**src/rtl/pwm_pkg.sv**
```systemverilog
// Shared definitions for the PWM generator / receiver / display path.
// Latency: n/a (types and constants only).
// Backpressure: n/a.
package pwm_pkg;

  // Receiver measurement states.
  typedef enum logic [2:0] {
    IDLE,
    HIGH,
    LOW,
    LOST,
    STUCK
  } pwm_rx_state_t;

  // Speed-level width shared by the generator, this decoder and the display decoder.
  localparam int PWM_LEVEL_W = 4;

endpackage

```
**src/rtl/pwm_level_div.sv**
```systemverilog
// Bit-serial restoring divider: quot = floor(num * 2**OUT_W / den), requires num < den.
// Latency: OUT_W cycles after the start cycle; done/quot are valid in the last busy cycle.
// Backpressure: start is ignored while busy; the caller must check busy before starting.
//
// Ports:
//   clk, rstN      clock and synchronous active-low reset
//   start          load num/den and begin a division (ignored while busy)
//   num, den       high time and period; num < den
//   busy           division in flight (includes the cycle that raises done)
//   done           final iteration this cycle; quot is valid alongside it
//   quot           quotient, OUT_W bits
module pwm_level_div #(
  parameter int CNT_W = 16,
  parameter int OUT_W = 4
) (
  input  logic             clk,
  input  logic             rstN,
  input  logic             start,
  input  logic [CNT_W-1:0] num,
  input  logic [CNT_W-1:0] den,
  output logic             busy,
  output logic             done,
  output logic [OUT_W-1:0] quot
);

  localparam int            IW      = (OUT_W > 1) ? $clog2(OUT_W) : 1;
  localparam logic [IW-1:0] LAST_IT = IW'(OUT_W - 1);

  logic             busy_q, busy_d;
  logic [IW-1:0]    it_q, it_d;
  logic [CNT_W-1:0] rem_q, rem_d;
  logic [CNT_W-1:0] den_q, den_d;
  logic [OUT_W-1:0] quot_q, quot_d;

  logic [CNT_W:0]   rem_sh;
  logic             ge;
  logic [OUT_W-1:0] quot_step;

  always_comb begin
    // Because num < den the partial remainder always stays below den, so the
    // dividend's low OUT_W zero bits can be shifted in one per iteration and
    // only OUT_W quotient bits are ever non-zero.
    rem_sh    = {rem_q, 1'b0};
    ge        = (rem_sh >= {1'b0, den_q});
    quot_step = {quot_q[OUT_W-2:0], ge};

    busy_d = busy_q;
    it_d   = it_q;
    rem_d  = rem_q;
    den_d  = den_q;
    quot_d = quot_q;

    if (busy_q) begin
      rem_d  = ge ? CNT_W'(rem_sh - {1'b0, den_q}) : CNT_W'(rem_sh);
      quot_d = quot_step;
      it_d   = it_q + 1'b1;
      if (it_q == LAST_IT) begin
        busy_d = 1'b0;
      end
    end else if (start) begin
      busy_d = 1'b1;
      it_d   = '0;
      rem_d  = num;
      den_d  = den;
      quot_d = '0;
    end
  end

  always_ff @(posedge clk) begin
    if (!rstN) begin
      busy_q <= 1'b0;
      it_q   <= '0;
      rem_q  <= '0;
      den_q  <= '0;
      quot_q <= '0;
    end else begin
      busy_q <= busy_d;
      it_q   <= it_d;
      rem_q  <= rem_d;
      den_q  <= den_d;
      quot_q <= quot_d;
    end
  end

  assign busy = busy_q;
  assign done = busy_q && (it_q == LAST_IT);
  assign quot = quot_step;

endmodule

```
**src/rtl/pwm_duty_decoder.sv**
```systemverilog
// Recovers the speed level from a PWM waveform and flags loss / stuck-high input.
// Latency: level_valid and duty_level update OUT_W+1 cycles after the capturing rise of s_pwm.
// Backpressure: none; a capture arriving while the divider is busy is dropped.
//
// Ports:
//   clk, rstN      clock and synchronous active-low reset
//   pwm_in         asynchronous PWM input
//   duty_level     last recovered level (registered)
//   level_valid    one-cycle pulse when duty_level is updated
//   signal_lost    no edge for TIMEOUT cycles while low/idle
//   stuck_high     input held high for TIMEOUT cycles
module pwm_duty_decoder
  import pwm_pkg::*;
#(
  parameter int CNT_W   = 16,
  parameter int TIMEOUT = 4096,
  parameter int OUT_W   = PWM_LEVEL_W
) (
  input  logic             clk,
  input  logic             rstN,
  input  logic             pwm_in,
  output logic [OUT_W-1:0] duty_level,
  output logic             level_valid,
  output logic             signal_lost,
  output logic             stuck_high
);

  localparam logic [CNT_W-1:0] CNT_MAX  = '1;
  localparam logic [CNT_W-1:0] CNT_ONE  = CNT_W'(1);
  localparam logic [CNT_W-1:0] TMO_LAST = CNT_W'(TIMEOUT - 1);
  localparam logic [OUT_W-1:0] LVL_MAX  = '1;

  logic             sync1_q, sync1_d;
  logic             s_pwm_q, s_pwm_d;
  logic             s_prev_q, s_prev_d;
  pwm_rx_state_t    state_q, state_d;
  logic [CNT_W-1:0] high_cnt_q, high_cnt_d;
  logic [CNT_W-1:0] per_cnt_q, per_cnt_d;
  logic [OUT_W-1:0] duty_level_q, duty_level_d;
  logic             level_valid_q, level_valid_d;
  logic             signal_lost_q, signal_lost_d;
  logic             stuck_high_q, stuck_high_d;

  logic             rise, fall, tmo;
  logic [CNT_W-1:0] high_inc, per_inc;
  logic             div_start, div_busy, div_done;
  logic [OUT_W-1:0] div_quot;

  pwm_level_div #(
    .CNT_W (CNT_W),
    .OUT_W (OUT_W)
  ) u_div (
    .clk   (clk),
    .rstN  (rstN),
    .start (div_start),
    .num   (high_cnt_q),
    .den   (per_cnt_q),
    .busy  (div_busy),
    .done  (div_done),
    .quot  (div_quot)
  );

  always_comb begin
    sync1_d  = pwm_in;
    s_pwm_d  = sync1_q;
    s_prev_d = s_pwm_q;

    rise     = s_pwm_q & ~s_prev_q;
    fall     = ~s_pwm_q & s_prev_q;
    high_inc = (high_cnt_q == CNT_MAX) ? high_cnt_q : high_cnt_q + CNT_ONE;
    per_inc  = (per_cnt_q == CNT_MAX) ? per_cnt_q : per_cnt_q + CNT_ONE;
    // The cycle whose increment would make per_cnt reach TIMEOUT.
    tmo      = (per_cnt_q == TMO_LAST);

    state_d       = state_q;
    high_cnt_d    = high_cnt_q;
    per_cnt_d     = per_cnt_q;
    duty_level_d  = duty_level_q;
    level_valid_d = 1'b0;
    signal_lost_d = signal_lost_q;
    stuck_high_d  = stuck_high_q;
    div_start     = 1'b0;

    if (div_done) begin
      duty_level_d  = div_quot;
      level_valid_d = 1'b1;
    end

    // Edges are tested before the timeout so an edge in the timeout cycle wins.
    case (state_q)
      IDLE: begin
        if (rise) begin
          state_d    = HIGH;
          high_cnt_d = CNT_ONE;
          per_cnt_d  = CNT_ONE;
        end else if (tmo) begin
          state_d       = LOST;
          signal_lost_d = 1'b1;
          duty_level_d  = '0;
          level_valid_d = 1'b1;
        end else begin
          per_cnt_d = per_inc;
        end
      end
      HIGH: begin
        per_cnt_d = per_inc;
        if (fall) begin
          state_d = LOW;
        end else if (tmo) begin
          state_d       = STUCK;
          stuck_high_d  = 1'b1;
          duty_level_d  = LVL_MAX;
          level_valid_d = 1'b1;
        end else begin
          high_cnt_d = high_inc;
        end
      end
      LOW: begin
        if (rise) begin
          // high_cnt == 0 marks a LOW entered from STUCK: that rise only re-arms.
          div_start  = (high_cnt_q != '0) && !div_busy;
          state_d    = HIGH;
          high_cnt_d = CNT_ONE;
          per_cnt_d  = CNT_ONE;
        end else if (tmo) begin
          state_d       = LOST;
          signal_lost_d = 1'b1;
          duty_level_d  = '0;
          level_valid_d = 1'b1;
        end else begin
          per_cnt_d = per_inc;
        end
      end
      LOST: begin
        if (rise) begin
          state_d       = HIGH;
          signal_lost_d = 1'b0;
          high_cnt_d    = CNT_ONE;
          per_cnt_d     = CNT_ONE;
        end
      end
      STUCK: begin
        if (fall) begin
          state_d      = LOW;
          stuck_high_d = 1'b0;
          high_cnt_d   = '0;
          per_cnt_d    = CNT_ONE;
        end
      end
      default: begin
        state_d = IDLE;
      end
    endcase
  end

  always_ff @(posedge clk) begin
    if (!rstN) begin
      sync1_q       <= 1'b0;
      s_pwm_q       <= 1'b0;
      s_prev_q      <= 1'b0;
      state_q       <= IDLE;
      high_cnt_q    <= '0;
      per_cnt_q     <= '0;
      duty_level_q  <= '0;
      level_valid_q <= 1'b0;
      signal_lost_q <= 1'b0;
      stuck_high_q  <= 1'b0;
    end else begin
      sync1_q       <= sync1_d;
      s_pwm_q       <= s_pwm_d;
      s_prev_q      <= s_prev_d;
      state_q       <= state_d;
      high_cnt_q    <= high_cnt_d;
      per_cnt_q     <= per_cnt_d;
      duty_level_q  <= duty_level_d;
      level_valid_q <= level_valid_d;
      signal_lost_q <= signal_lost_d;
      stuck_high_q  <= stuck_high_d;
    end
  end

  assign duty_level  = duty_level_q;
  assign level_valid = level_valid_q;
  assign signal_lost = signal_lost_q;
  assign stuck_high  = stuck_high_q;

endmodule

```
**config.mk**
```make
export PLATFORM = sky130hd
export DESIGN_NAME = pwm_duty_decoder
export DESIGN_NICKNAME = d
export VERILOG_FILES = /design/src/rtl/pwm_pkg.sv /design/src/rtl/pwm_level_div.sv /design/src/rtl/pwm_duty_decoder.sv
export SDC_FILE = /design/constraint.sdc
export NUM_CORES = 1
export LEC_CHECK = 0
export CAP_MARGIN = 10
export CORE_MARGIN = 2
export CORE_UTILIZATION = 30
export DETAILED_ROUTE_END_ITERATION = 7
export HOLD_SLACK_MARGIN = 0.12
export MAX_ROUTING_LAYER = met4
export SLEW_MARGIN = 10
export SYNTH_ARGS = -nofsm -noshare
export SYNTH_HDL_FRONTEND = slang
export SYNTH_SLANG_ARGS = --single-unit
```
**constraint.sdc**
```tcl
create_clock -name clk -period 2.48 [get_ports clk]
set_clock_uncertainty 0.15 [all_clocks]
set_input_delay 0.62 -clock clk [delete_from_list [all_inputs] [get_ports clk]]
set_output_delay 0.62 -clock clk [all_outputs]
set_load 0.02 [all_outputs]
```
==> reports/metrics.yaml <==
logic_synthesis:
  ys_dominant_reg_cell: "dfxtp_1"
  yosysUniqueCellTypes: 63
  yosysMostFrequentCell: "dfxtp_1"
  synthMuxAreaShare_pct: 8.44
  netlist_area_sq_um: 4820
  synth-compound-area-share_pct: 17.1
  synth_top_area_cell: "dfxtp_1"
  synth_nets: 601
  synthSimpleGateAreaFrac_pct: 24.1
  synth_common_cells: "dfxtp_1 (83), nor2_1 (76), a21oi_1 (45)"
  async_flop_share_pct: 0
  synth_xor_area_share_pct: 5.45
  synth_top_family_by_area: "simple AND/OR/NAND/NOR gates"
  yosysWarnings: 0
  synthAdderAreaFrac_pct: 5.61
  yosysTopAreaCellShare_pct: 34.5
  ys_seq_elements: 83
  yosys-top-cells-area: "dfxtp_1 (34%), mux2i_1 (7.3%), nor2_1 (5.9%), ha_1 (5.2%), a21oi_1 (4.7%)"
  synth_seq_area_share_pct: 34.5
  synth_edf_count: 0
  synth.avg_cell_area_sq_um: 8.35
  syn_inst: 577
drt:
  via_per_inst: 5.20
  wire_per_inst_um: 14.9
  firstDrtPassIters: 5
  drtIter0Drc: 310
  drt-total-wl_mm: 12.4
  ant_nets: 0
  drcViolationCount: 0
  route.vias.total: 4314
sta:
  rsz0062_at_grt: "true"
  min_period_ps: 2460
  setup_ws_ps: 15.3
  tightest_slew_ps: 573
  fmax_mhz: 406
  finalHoldViolations: 0
  post-route-period-util_pct: 99.4
  final.setup.tns_ps: 0
  drv_slew: 0
  slew_headroom_pct: 61.8
  finalSetupViolCount: 0
final_layout:
  utilization_pct: 37.2
  fill_cells: 1632
  fin_nets: 632
  diodes: 0
  stdcell_count: 829
  drive_gt1_share_pct: 18.3
  syn_to_final_growth_pct: 21.8
  regArea_sq_um: 1680
  multiInputGateArea_sq_um: 3100
clock_tree:
  clk_pin_slew_ps: 60
  root_buffer: "clkbuf_16"
  h-tree-depth: 3
  clock_path_buffers: 2
  cts_buffers: 9
  hold_buffers: 0
  cts_tree: "done"
  insertion_delay_ps: 330
  cts_sinks: 83
global_routing:
  antenna_found_initial: 0
  grt_use_total_pct: 14.9
  grt_first_pass_wirelength_mm: 19.6
  grt_overflow: 0
  grt_max_degree: 38
  grt_pass1_vias: 4029
die:
  start_util_pct: 30.6
  die_w_um: 131
  coreArea_sq_um: 15800
  die_h_um: 131
  die-area_sq_um: 17100
  io_pins: 10
  rows: 46
critical_path:
  endpoint_kind: "flop"
  cp_max_fo: 5
  required_ps: 2530
  arrival_ps: 2520
  cp-start-kind: "flop"
  critPathKind: "flop to flop"
placed_design:
  dp_hpwl_mm: 8.95
  place_inst: 805
  portBuffers: 9
  place_congestion: 0.890
  dp_slack_ps: -10.5
power_and_ir_drop:
  finalPower_w: 0.00268
  powerDensity_nw_per_um2: 457
  max-vdd-ir-drop_v: 0.000352
  p_leak_nw: 2.31
status:
  run_status: "finished, final reports clean"
run:
  drv_cap: 0
min_path:
  min_path_type: "flop to flop"
area by class of cell:
type,count,share of cell area (%)
Clock buffer,10,3.90
Clock inverter,6,0.703
Inverter,24,1.53
Multi-Input combinational cell,441,52.8
Sequential cell,83,28.5
Tap cell,216,4.60
Timing Repair Buffer,49,7.95
routing by layer:
layer,track usage (%),vias to the layer above,wire [um]
li1,-,2129,-
met5,-,-,0
met4,4.63,0,203
met1,18.7,2074,5750
met3,2.08,18,430
met2,24.9,93,5970
path summary, 6_finish.rpt:
kind                                from                     endpoint  slack [ps]  depth (start not counted)
max          u_div.den_q[1]$_SDFFE_PN0P_  u_div.rem_q[2]$_SDFFE_PN0P_          20                         10
min                   s_pwm_d$_SDFF_PN0_          s_prev_d$_SDFF_PN0_         300                          1
max reg2reg  u_div.den_q[1]$_SDFFE_PN0P_  u_div.rem_q[2]$_SDFFE_PN0P_          20                         10
min reg2reg           s_pwm_d$_SDFF_PN0_          s_prev_d$_SDFF_PN0_         300                          1
cells by family (layout without fill, tap and decap cells):
family | after synthesis | count (layout)
adder cells (fa/ha/maj) | 21 | 21
AND/OR/NAND/NOR | 224 | 224
XOR/XNOR | 30 | 30
AO/OA/AOI/OAI | 126 | 126
flip-flops | 83 | 83
buffers and inverters | 53 | 89
multiplexers | 40 | 40
timing repair:
action,4_1_cts,5_1_grt
endpoints found under the setup margin,4,18
setup buffers,0,6
resized for setup,3,41
pin swaps,0,15
gates cloned,0,2
endpoints found under the hold margin,0,0
placed cells by master, fill, tap and decap left out, types with 4 or more instances in the layout:
| cell | netlist | final |
|---|---|---|
| a211oi_1 | 7 | 6 |
| a21oi_1 | 45 | 43 |
| a31o_2 | 4 | 4 |
| a31oi_1 | 5 | 5 |
| and2_1 | 5 | 5 |
| and3_1 | 10 | 9 |
| buf_4 | 1 | 34 |
| clkbuf_16 | 0 | 11 |
| clkdlybuf4s50_1 | 0 | 9 |
| dfxtp_1 | 83 | 74 |
| dfxtp_2 | 0 | 8 |
| ha_1 | 20 | 11 |
| ha_4 | 0 | 7 |
| inv_1 | 23 | 19 |
| inv_2 | 0 | 4 |
| mux2_2 | 5 | 5 |
| mux2i_1 | 35 | 33 |
| nand2_1 | 35 | 35 |
| nand2b_1 | 10 | 10 |
| nand3_1 | 23 | 21 |
| nand3b_1 | 5 | 5 |
| nand4_1 | 11 | 11 |
| nor2_1 | 76 | 76 |
| nor2b_1 | 5 | 5 |
| nor3_1 | 9 | 9 |
| nor3_2 | 4 | 4 |
| o21a_1 | 4 | 4 |
| o21ai_0 | 18 | 17 |
| o21ai_1 | 8 | 8 |
| o22ai_1 | 8 | 8 |
| or3_1 | 10 | 10 |
| xnor2_1 | 20 | 20 |
| xor2_1 | 10 | 10 |
stage by stage:
step           cell area (sq um)  hold WS (ps)
2_1_floorplan               4820           262
3_3_place_gp                5320           275
3_5_place_dp                5320           282
4_1_cts                     5600           309
5_1_grt                     5870           325
6_report                    5870           300
worst max-delay path, cell delays in order (launching register included):
cell	delay (ps)
dfxtp_4	350
inv_2	40
ha_4	260
ha_2	160
nand3_2	70
nor4_4	360
nor4b_4	100
a31oi_4	340
clkbuf_16	210
mux2i_1	190
o22ai_1	90
state kept, by name, summed over array words and instances, names as in the netlist:
register,cells
high_cnt_q,16
per_cnt_q,16
u_div.den_q,16
u_div.rem_q,16
duty_level,4
state_q,3
u_div.quot_q,3
u_div.it_q,2
level_valid,1
s_prev_d,1
s_prev_q,1
s_pwm_d,1
signal_lost,1
stuck_high,1
u_div.busy,1
where the power goes:
| part | internal [W] | switching, W | total, W |
|---|---|---|---|
| clock | 0.000679 | 0.000556 | 0.00123 |
| combinational | 0.0000356 | 0.0000607 | 0.0000963 |
| sequential | 0.00134 | 0.0000110 | 0.00135 |
| total | 0.00205 | 0.000627 | 0.00268 |
Power figures use the tool's default switching activity.
